File: config.mk
export PLATFORM = sky130hd
export DESIGN_NAME = seg_display_arbiter_flat
export DESIGN_NICKNAME = d
export VERILOG_FILES = /design/src/rtl/seg_display_arbiter_if.sv /design/src/rtl/seg_display_arbiter.sv /design/src/flat_wrapper.sv
export SDC_FILE = /design/constraint.sdc
export NUM_CORES = 1
export LEC_CHECK = 0
export ABC_AREA = 0
export ABC_CLOCK_PERIOD_IN_PS = 2150
export BUFFER_PORTS_ARGS = -buffer_cell sky130_fd_sc_hd__buf_2
export CORE_MARGIN = 5
export CORE_UTILIZATION = 48
export CTS_CLUSTER_SIZE = 28
export DETAILED_ROUTE_END_ITERATION = 6
export HOLD_SLACK_MARGIN = 0.08
export MAX_ROUTING_LAYER = met4
export PLACE_DENSITY_LB_ADDON = 0.3
export SLEW_MARGIN = 20
export SYNTH_ARGS = -nofsm -noshare
export SYNTH_HDL_FRONTEND = slang
export SYNTH_SLANG_ARGS = --single-unit
export TNS_END_PERCENT = 1
File: constraint.sdc
create_clock -name clock -period 2.15 [get_ports clock]
set_input_delay 0.215 -clock clock [delete_from_list [all_inputs] [get_ports clock]]
set_output_delay 0.215 -clock clock [all_outputs]
set_load 0.03 [all_outputs]
File: src/rtl/seg_display_arbiter_if.sv
// Requester/display bundle for seg_display_arbiter. The slave modport is the arbiter's view.
// The master modport is the requester/top-level view.
interface seg_display_arbiter_if;
  logic [1:0]  req;
  logic [15:0] val0;
  logic [15:0] val1;
  logic [1:0]  ack;
  logic        owner;
  logic        busy;
  logic [15:0] bin;
  logic        blank;

  modport master (
    output req, val0, val1,
    input  ack, owner, busy, bin, blank
  );

  modport slave (
    input  req, val0, val1,
    output ack, owner, busy, bin, blank
  );
endinterface

File: src/rtl/seg_display_arbiter.sv
// Round-robin arbiter sharing one seg_driver between two requesters.
// A granted value is held on the display for HOLD_CYCLES cycles before re-arbitration.
module seg_display_arbiter #(
  parameter int HOLD_CYCLES = 50_000_000,
  parameter int CW          = 26
) (
  input  logic                  clock,
  input  logic                  reset_n,
  seg_display_arbiter_if.slave  bus
);

  typedef enum logic {IDLE, HOLD} state_e;

  localparam logic [CW-1:0] HOLD_LOAD = CW'(HOLD_CYCLES - 1);

  state_e        state_q, state_d;
  logic [CW-1:0] cnt_q,   cnt_d;
  logic          last_q,  last_d;
  logic [15:0]   bin_q,   bin_d;
  logic          blank_q, blank_d;
  logic [1:0]    ack_q,   ack_d;
  logic          owner_q, owner_d;
  logic          busy_q,  busy_d;
  logic          winner;

  // NOTE: sequential state uses non-blocking assignments so every register
  // samples the pre-edge values of the others.
  always_ff @(posedge clock or negedge reset_n) begin
    if (!reset_n) begin
      state_q <= IDLE;
      cnt_q   <= '0;
      last_q  <= 1'b1;  // requester 0 wins the first tie after reset
      bin_q   <= '0;
      blank_q <= 1'b1;
      ack_q   <= '0;
      owner_q <= 1'b0;
      busy_q  <= 1'b0;
    end else begin
      state_q <= state_d;
      cnt_q   <= cnt_d;
      last_q  <= last_d;
      bin_q   <= bin_d;
      blank_q <= blank_d;
      ack_q   <= ack_d;
      owner_q <= owner_d;
      busy_q  <= busy_d;
    end
  end

  // NOTE: every variable gets a default before any branch so no latch is inferred.
  always_comb begin
    state_d = state_q;
    cnt_d   = cnt_q;
    last_d  = last_q;
    bin_d   = bin_q;
    blank_d = blank_q;
    ack_d   = '0;
    owner_d = owner_q;
    busy_d  = busy_q;
    winner  = (bus.req == 2'b11) ? ~last_q : bus.req[1];

    unique case (state_q)
      IDLE: begin
        if (bus.req != 2'b00) begin
          bin_d         = winner ? bus.val1 : bus.val0;
          ack_d[winner] = 1'b1;
          owner_d       = winner;
          last_d        = winner;
          blank_d       = 1'b0;
          busy_d        = 1'b1;
          cnt_d         = HOLD_LOAD;
          state_d       = HOLD;
        end
      end
      HOLD: begin
        if (cnt_q != '0) begin
          cnt_d = cnt_q - CW'(1);
        end else begin
          busy_d  = 1'b0;
          state_d = IDLE;
        end
      end
      default: state_d = IDLE;
    endcase
  end

  assign bus.bin   = bin_q;
  assign bus.blank = blank_q;
  assign bus.ack   = ack_q;
  assign bus.owner = owner_q;
  assign bus.busy  = busy_q;

endmodule

File: src/flat_wrapper.sv
// flat-port wrapper written by rule: the top's interface ports become plain ports
module seg_display_arbiter_flat 
#(
  parameter int HOLD_CYCLES = 50_000_000,
  parameter int CW          = 26
)
  (clock, reset_n, bus_req, bus_val0, bus_val1, bus_ack, bus_owner, bus_busy, bus_bin, bus_blank);
  seg_display_arbiter_if bus_i ();
  input  logic clock;
  input  logic reset_n;
  input wire logic [$bits(bus_i.req)-1:0] bus_req;
  input wire logic [$bits(bus_i.val0)-1:0] bus_val0;
  input wire logic [$bits(bus_i.val1)-1:0] bus_val1;
  output wire logic [$bits(bus_i.ack)-1:0] bus_ack;
  output wire logic [$bits(bus_i.owner)-1:0] bus_owner;
  output wire logic [$bits(bus_i.busy)-1:0] bus_busy;
  output wire logic [$bits(bus_i.bin)-1:0] bus_bin;
  output wire logic [$bits(bus_i.blank)-1:0] bus_blank;
  assign bus_i.req = bus_req;
  assign bus_i.val0 = bus_val0;
  assign bus_i.val1 = bus_val1;
  assign bus_ack = bus_i.ack;
  assign bus_owner = bus_i.owner;
  assign bus_busy = bus_i.busy;
  assign bus_bin = bus_i.bin;
  assign bus_blank = bus_i.blank;
  seg_display_arbiter #(.HOLD_CYCLES(HOLD_CYCLES), .CW(CW)) u_core (.clock(clock), .reset_n(reset_n), .bus(bus_i));
endmodule
==> impl_metrics.py, run 1 <==
metrics = {
    "route": {
        "first_iter_violations": 212,
        "drc": 0,
        "dr.pass1.iters": 6,
        "wl_um": 5736,
        "routedWlPerCell_um": 15.54,
        "vias_per_cell": 5.713,
        "ant_nets": 0,
        "dr_total_vias": 2108,
    },
    "cells_and_area": {
        "nNetsFinal": 338,
        "antenna_cells": 0,
        "fill_cells": 397,
        "layout.cells.non_filler": 369,
        "drive_above_1_share": 0.3179,
        "fin_area_mm2": 0.003004,
        "area_delta_synth_final_pct": 26.17,
    },
    "timing": {
        "finalHoldViolations": 0,
        "fin_hold_ws_ns": 0.1121,
        "slew_headroom": 0.3545,
        "slew_violations": 0,
        "tightestPinTransition_ns": 0.9647,
        "clock-skew-final_ns": 0.004712,
        "finalCritPeriodShare": 0.9187,
        "fmax_mhz": 506.3,
        "setup_viol": 0,
        "tns_ns": 0,
        "finalCriticalPeriod_ns": 1.975,
    },
    "clock_tree": {
        "post_cts_buffers": 0,
        "insertion_delay_ns": 0.30,
        "cts_num_sinks": 49,
        "cts.clk_slew.worst_paths_ns": 0.09,
        "clockBufferDepth": 2,
        "cts_tree": "built",
        "cts.htree.levels": 2,
        "cts.root.buffer_cell": "clkbuf_8",
        "cts_buffers": 5,
    },
    "die": {
        "dieArea_mm2": 0.006469,
        "ioPinCount": 57,
        "die_w_um": 80.43,
        "fp.dieH_um": 80.43,
        "start_util": 0.5008,
        "core_area_mm2": 0.004755,
        "rows": 25,
    },
    "power": {
        "total_power_mw": 2.512,
        "ir_drop_mv": 0.4592,
        "pwr_density_cell_mw_per_mm2": 836.1,
        "p_leak_nw": 1.355,
    },
    "yosys": {
        "synth_edf_count": 0,
        "yosys_warnings": 0,
        "seq_area_frac_synth": 0.5160,
        "netlist_instances": 232,
        "synth_cell_types": 50,
        "synth_nets": 269,
        "synthFlopType": "dfrtp_1",
        "ys_ff_latch": 49,
        "avgSynthCellArea_um2": 10.26,
        "synth_area_mm2": 0.002381,
        "synthArstFlopShare": 1.000,
    },
    "placement": {
        "dpl_cell_area_mm2": 0.002833,
        "placed_cells": 360,
        "gp_congestion": 0.8479,
        "dpl.hpwl_um": 3978,
        "io_buffers": 56,
    },
    "global_route": {
        "antenna_found_initial": 0,
        "first_global_vias": 2131,
        "grt_max_degree": 40,
        "track_usage": 0.1944,
        "grt_pass1_wl_um": 9439,
        "overflow": 0,
    },
    "hold_path": {
        "min_from": "bus_val1[8]",
        "min_path_type": "in2reg",
        "whs_path_depth": 3,
        "hold_end": "u_core.bus.bin[8]",
    },
    "job": {
        "cap_violations": 0,
    },
    "setup_path": {
        "cpPeakStageDelay_ns": 0.45,
        "start_kind": "flip-flop",
        "criticalPathCategory": "reg2reg",
        "crit_path_max_fanout": 10,
        "required_ns": 2.32,
        "worstReg2RegEnd": "u_core.cnt_q[6]",
        "crit_arrival_ns": 2.14,
        "cpMaxStageDelayCell": "dfrtp_1",
        "reg2reg_depth": 8,
        "cp-end-kind": "flip-flop",
        "r2r_slack_ns": 0.17,
        "rr_startpoint": "u_core.cnt_q[0]",
        "path_cells": "inv_1 -> ha_1 -> nor3b_2 -> nand3_1 -> o31ai_2 -> buf_4 -> or3_1 -> nand3_1",
        "cpMostUsedCell": "nand3_1",
    },
    "outcome": {
        "status": "complete, no violations",
    },
}
## sequential cells by signal, indices dropped and copies added, names as in the netlist
signal and count:
u_core.bus.owner 1, u_core.bus.bin 16, u_core.bus.blank 1, u_core.cnt_q 26, u_core.bus.busy 1, u_core.bus.ack 2, u_core.state_q 1, u_core.last_q 1
## Yosys cell counts (4+ instances only)
master    number  area share
a211oi_1       5       0.016
a21oi_1        8       0.017
a222oi_1      15       0.063
and4_1         6       0.022
clkbuf_1       8       0.013
dfrtp_1       47        0.49
inv_1         18       0.028
nand2_1       14       0.022
nand3_1        8       0.017
nor2_1        18       0.028
nor3_1         5       0.011
nor4_1         6       0.016
o211ai_1       4       0.013
o21ai_0        4      0.0084
o21ai_1        5       0.011
or3_1          4       0.011
or4_1          4       0.013
xor2_1         5       0.018
## how the worst max path moves through the flow
stage	startpoint	to	slack, ns
floorplan	u_core.cnt_q[0]	u_core.cnt_q[15]	0.1
global placement	u_core.cnt_q[0]	u_core.cnt_q[23]	0.12
detailed placement	u_core.cnt_q[0]	u_core.cnt_q[23]	0.05
CTS	u_core.cnt_q[0]	u_core.cnt_q[23]	0.002
global route	u_core.cnt_q[0]	u_core.cnt_q[6]	-0.03
finish	u_core.cnt_q[0]	u_core.cnt_q[6]	0.17
## layer usage
layer | wire (um) | track usage
met3 | 419 | 0.04036
met4 | 69 | 0.08277
met1 | 2607 | 0.2480
met2 | 2640 | 0.3013
met5 | 0 | -
## report_power, final
part | internal (mW) | switching (mW) | leakage (nW) | total [mW]
combinational | 0.268 | 0.309 | 0.736 | 0.576
clock | 0.378 | 0.315 | 0.0574 | 0.693
sequential | 1.06 | 0.179 | 0.561 | 1.24
## critical path, delay by kind of cell (launching register included)
family	cells	cell delay (ns)
AOI/OAI and AO/OA	1	0.37
buffers and inverters	2	0.31
adders and majority gates	1	0.15
and+or+nand+nor	4	0.56
DFF	1	0.45
## layout by cell type (no fill, tap or decap), types with 2 or more instances in the layout
cell      instances
nor2b_1           2
o21ai_0           4
and3_1            3
a21oi_1           8
nor4_4            3
a211oi_1          5
or4_1             3
nor2_1           18
dfstp_2           2
nand2_2           2
mux2i_1           2
xor2_1            5
nor3_1            4
o31ai_1           2
dfrtp_1          47
nor4_2            3
and2_1            3
a222oi_1         15
o21ai_1           5
nand4_1           3
or3_1             4
o211ai_1          4
inv_1            18
and4_1            6
clkbuf_8          6
buf_2            56
nand3_1           8
nand2_1          14
a21o_1            2
nor4_1            3
buf_4            15
## kinds of logic (layout without fill, tap and decap cells)
kind of cell	after synthesis	count (layout)	synth area share
AND/OR/NAND/NOR	91	91	0.2286
AO/OA/AOI/OAI	52	52	0.1661
flip-flops	49	49	0.5160
buffers and inverters	30	100	0.04887
XOR/XNOR	6	6	0.02207
multiplexers	3	3	0.01314
adder cells (fa/ha/maj)	1	1	0.005254
## area by class of cell
class / instances / area [um2] / area share
tap: 67 / 83.83 / 0.02791
clock inverter: 2 / 37.54 / 0.01249
timing repair buffer: 73 / 422.9 / 0.1408
inverter: 19 / 71.32 / 0.02374
sequential: 49 / 1229 / 0.4090
clock buffer: 6 / 82.58 / 0.02749
multi-input combinational: 153 / 1077 / 0.3586
## through the flow
stage / util / setup WS [ns]
after floorplan: - / 0.09510
after global placement: 0.5958 / 0.1225
after detailed placement: 0.5958 / 0.05089
after CTS: 0.6232 / 0.002074
after global routing: 0.6318 / -0.02754
final: 0.6318 / 0.1747
## timing repair
item / in CTS / in global routing
setup endpoints to repair: 0 / 16
hold endpoints to repair: 22 / 0
hold buffers: 1 / 0
gates resized for setup: 0 / 7
No activity file was read; power rests on OpenSTA's default activity.
==> inputs of run 2 (changes only) <==
==> constraint.sdc (replaced) <==
create_clock -name clock -period 2.15 [get_ports clock]
set_input_delay 0.43 -clock clock [delete_from_list [all_inputs] [get_ports clock]]
set_output_delay 0.43 -clock clock [all_outputs]
set_load 0.03 [all_outputs]
==> run 2 against run 1 <==
First-iteration DRC count decreased by 5.2%. Critical path depth decreased by 3. Die area stayed put. Utilization down 0.42 points. Total power fell by 4.0%. Clock power down 15%. Global-route usage hardly changed. Register-to-register slack worse by 0.03 ns. Sequential share of layout area grew 0.27 points. Routed wire length shrank 3.8%. Non-clock buffer count increased by 2. Sequential power hardly changed. Critical path type unchanged.
==> impl_metrics.py, run 2 (same netlist as run 1, synthesis figures left out) <==
metrics = {
    "setup_path": {
        "cp-end-kind": "flip-flop",
        "cpMaxStageDelayCell": "or4_4",
        "start_kind": "flip-flop",
        "crit_arrival_ns": 2.20,
        "cp_top_family": "simple AND/OR/NAND/NOR gates",
        "crit_path_max_fanout": 9,
        "criticalPathCategory": "reg2reg",
        "crit_buf_inv": 0,
        "path_cells": "nor3_1 -> nand2_1 -> or4_4 -> a211oi_1 -> nor2_1",
        "cpPeakStageDelay_ns": 0.61,
        "required_ns": 2.34,
    },
    "power": {
        "total_power_mw": 2.410,
        "p_leak_nw": 1.360,
        "pwr_density_cell_mw_per_mm2": 807.7,
        "ir_drop_mv": 0.4554,
    },
    "die": {
        "dieArea_mm2": 0.006469,
        "ioPinCount": 57,
        "fp.dieH_um": 80.43,
        "core_area_mm2": 0.004755,
        "start_util": 0.5008,
        "rows": 25,
        "die_w_um": 80.43,
    },
    "global_route": {
        "met3_usage": 0.04596,
        "grt_use_met2": 0.2972,
        "antenna_found_initial": 0,
        "grt_max_degree": 40,
        "use_met1": 0.2478,
        "overflow": 0,
        "top_usage_layer": "met2",
        "track_usage": 0.1941,
        "first_global_vias": 2087,
        "grt_pass1_wl_um": 9418,
    },
    "clock_tree": {
        "cts_num_sinks": 49,
        "post_cts_buffers": 0,
        "cts.clk_slew.worst_paths_ns": 0.09,
        "cts_buffers": 5,
        "clockBufferDepth": 2,
        "cts_tree": "built",
        "cts.htree.levels": 2,
        "insertion_delay_ns": 0.31,
        "cts.root.buffer_cell": "clkbuf_8",
    },
    "timing": {
        "finalHoldViolations": 0,
        "fmax_mhz": 499.7,
        "rsz0062_at_grt": "true",
        "slew_violations": 0,
        "finalCriticalPeriod_ns": 2.001,
        "setup_viol": 0,
        "slew_headroom": 0.3245,
        "finalCritPeriodShare": 0.9308,
        "tightestPinTransition_ns": 1.009,
        "clock-skew-final_ns": 0.006722,
        "fin_hold_ws_ns": 0.08027,
    },
    "cells_and_area": {
        "drive_above_1_share": 0.3191,
        "largest_register_ffs": 26,
        "regMostFlops": "u_core.cnt_q",
        "final_common_cell": "buf_2",
        "antenna_cells": 0,
        "fin_util": 0.6276,
        "regArea_mm2": 0.001229,
        "layout_common_cells": "56 x buf_2, 47 x dfrtp_1, 18 x inv_1, 18 x nor2_1, 18 x buf_4",
        "multi_input_area_mm2": 0.001065,
        "fill_cells": 405,
        "area_delta_synth_final_pct": 25.33,
        "layout.cells.non_filler": 371,
        "nNetsFinal": 340,
    },
    "placement": {
        "dpl.hpwl_um": 4008,
        "io_buffers": 56,
        "placed_cells": 363,
        "gp_congestion": 0.8569,
    },
    "route": {
        "vias_per_cell": 5.714,
        "drc": 0,
        "routedWlPerCell_um": 14.88,
        "ant_nets": 0,
        "dr_total_vias": 2120,
        "first_iter_violations": 201,
        "dr.pass1.iters": 4,
        "wl_um": 5519,
    },
    "outcome": {
        "status": "complete, no violations",
    },
    "hold_path": {
        "min_path_type": "in2async",
    },
    "job": {
        "cap_violations": 0,
    },
}
[run 2: cell count changes in the layout (fill, tap and decap cells not counted), sizes merged]
cell	before	now
clkinv	0	1
clkinvlp	1	0
inv	19	20
dlygate4sd3	1	0
buf	72	75
bufinv	1	0
[run 2: area by class of cell]
type / instances / share of cell area
Timing Repair Buffer: 75 / 0.1459
Clock inverter: 2 / 0.005870
Inverter: 19 / 0.02390
Sequential cell: 49 / 0.4117
Clock buffer: 6 / 0.02767
Multi-Input combinational cell: 153 / 0.3568
Tap cell: 67 / 0.02809
[run 2: power breakdown]
part	total [mW]	switching (mW)	leakage (nW)	internal, mW
Combinational	0.594	0.315	0.747	0.279
Clock	0.586	0.319	0.0518	0.267
Sequential	1.23	0.167	0.561	1.06
[run 2: timing repair]
item	in CTS	in global routing
gates resized for setup	0	5
endpoints found under the setup margin	0	14
hold buffers	0	0
[run 2: worst paths after layout]
kind / cells past startpoint / endpoint / start / slack [ns]
min in group clock: 3 / u_core.bus.bin[11] / bus_val1[11] / 0.32
min reg2reg: 2 / u_core.bus.busy / u_core.bus.busy / 0.48
max in group asynchronous: 2 / u_core.last_q / reset_n / 1.49
max: 5 / u_core.cnt_q[15] / u_core.cnt_q[19] / 0.15
max reg2reg: 5 / u_core.cnt_q[15] / u_core.cnt_q[19] / 0.15
min: 1 / u_core.cnt_q[11] / reset_n / 0.08
[run 2: per-stage QoR]
step | setup WS (ns) | setup TNS, ns | cell area, um2
after detailed placement | 0.03486 | 0 | 2855
after global placement | 0.09859 | 0 | 2855
final | 0.1487 | 0 | 2984
after CTS | 0.01924 | 0 | 2955
after floorplan | 0.09510 | 0 | 2381
after global routing | -0.002185 | -0.002185 | 2984
[run 2: per-layer routing]
layer  up-vias  wire length (um)  share of wire
met4         0                92          0.017
li1       1015                 -              -
met3         6               356          0.065
met2        71              2540           0.46
met5         -                 0              0
met1      1028              2529           0.46
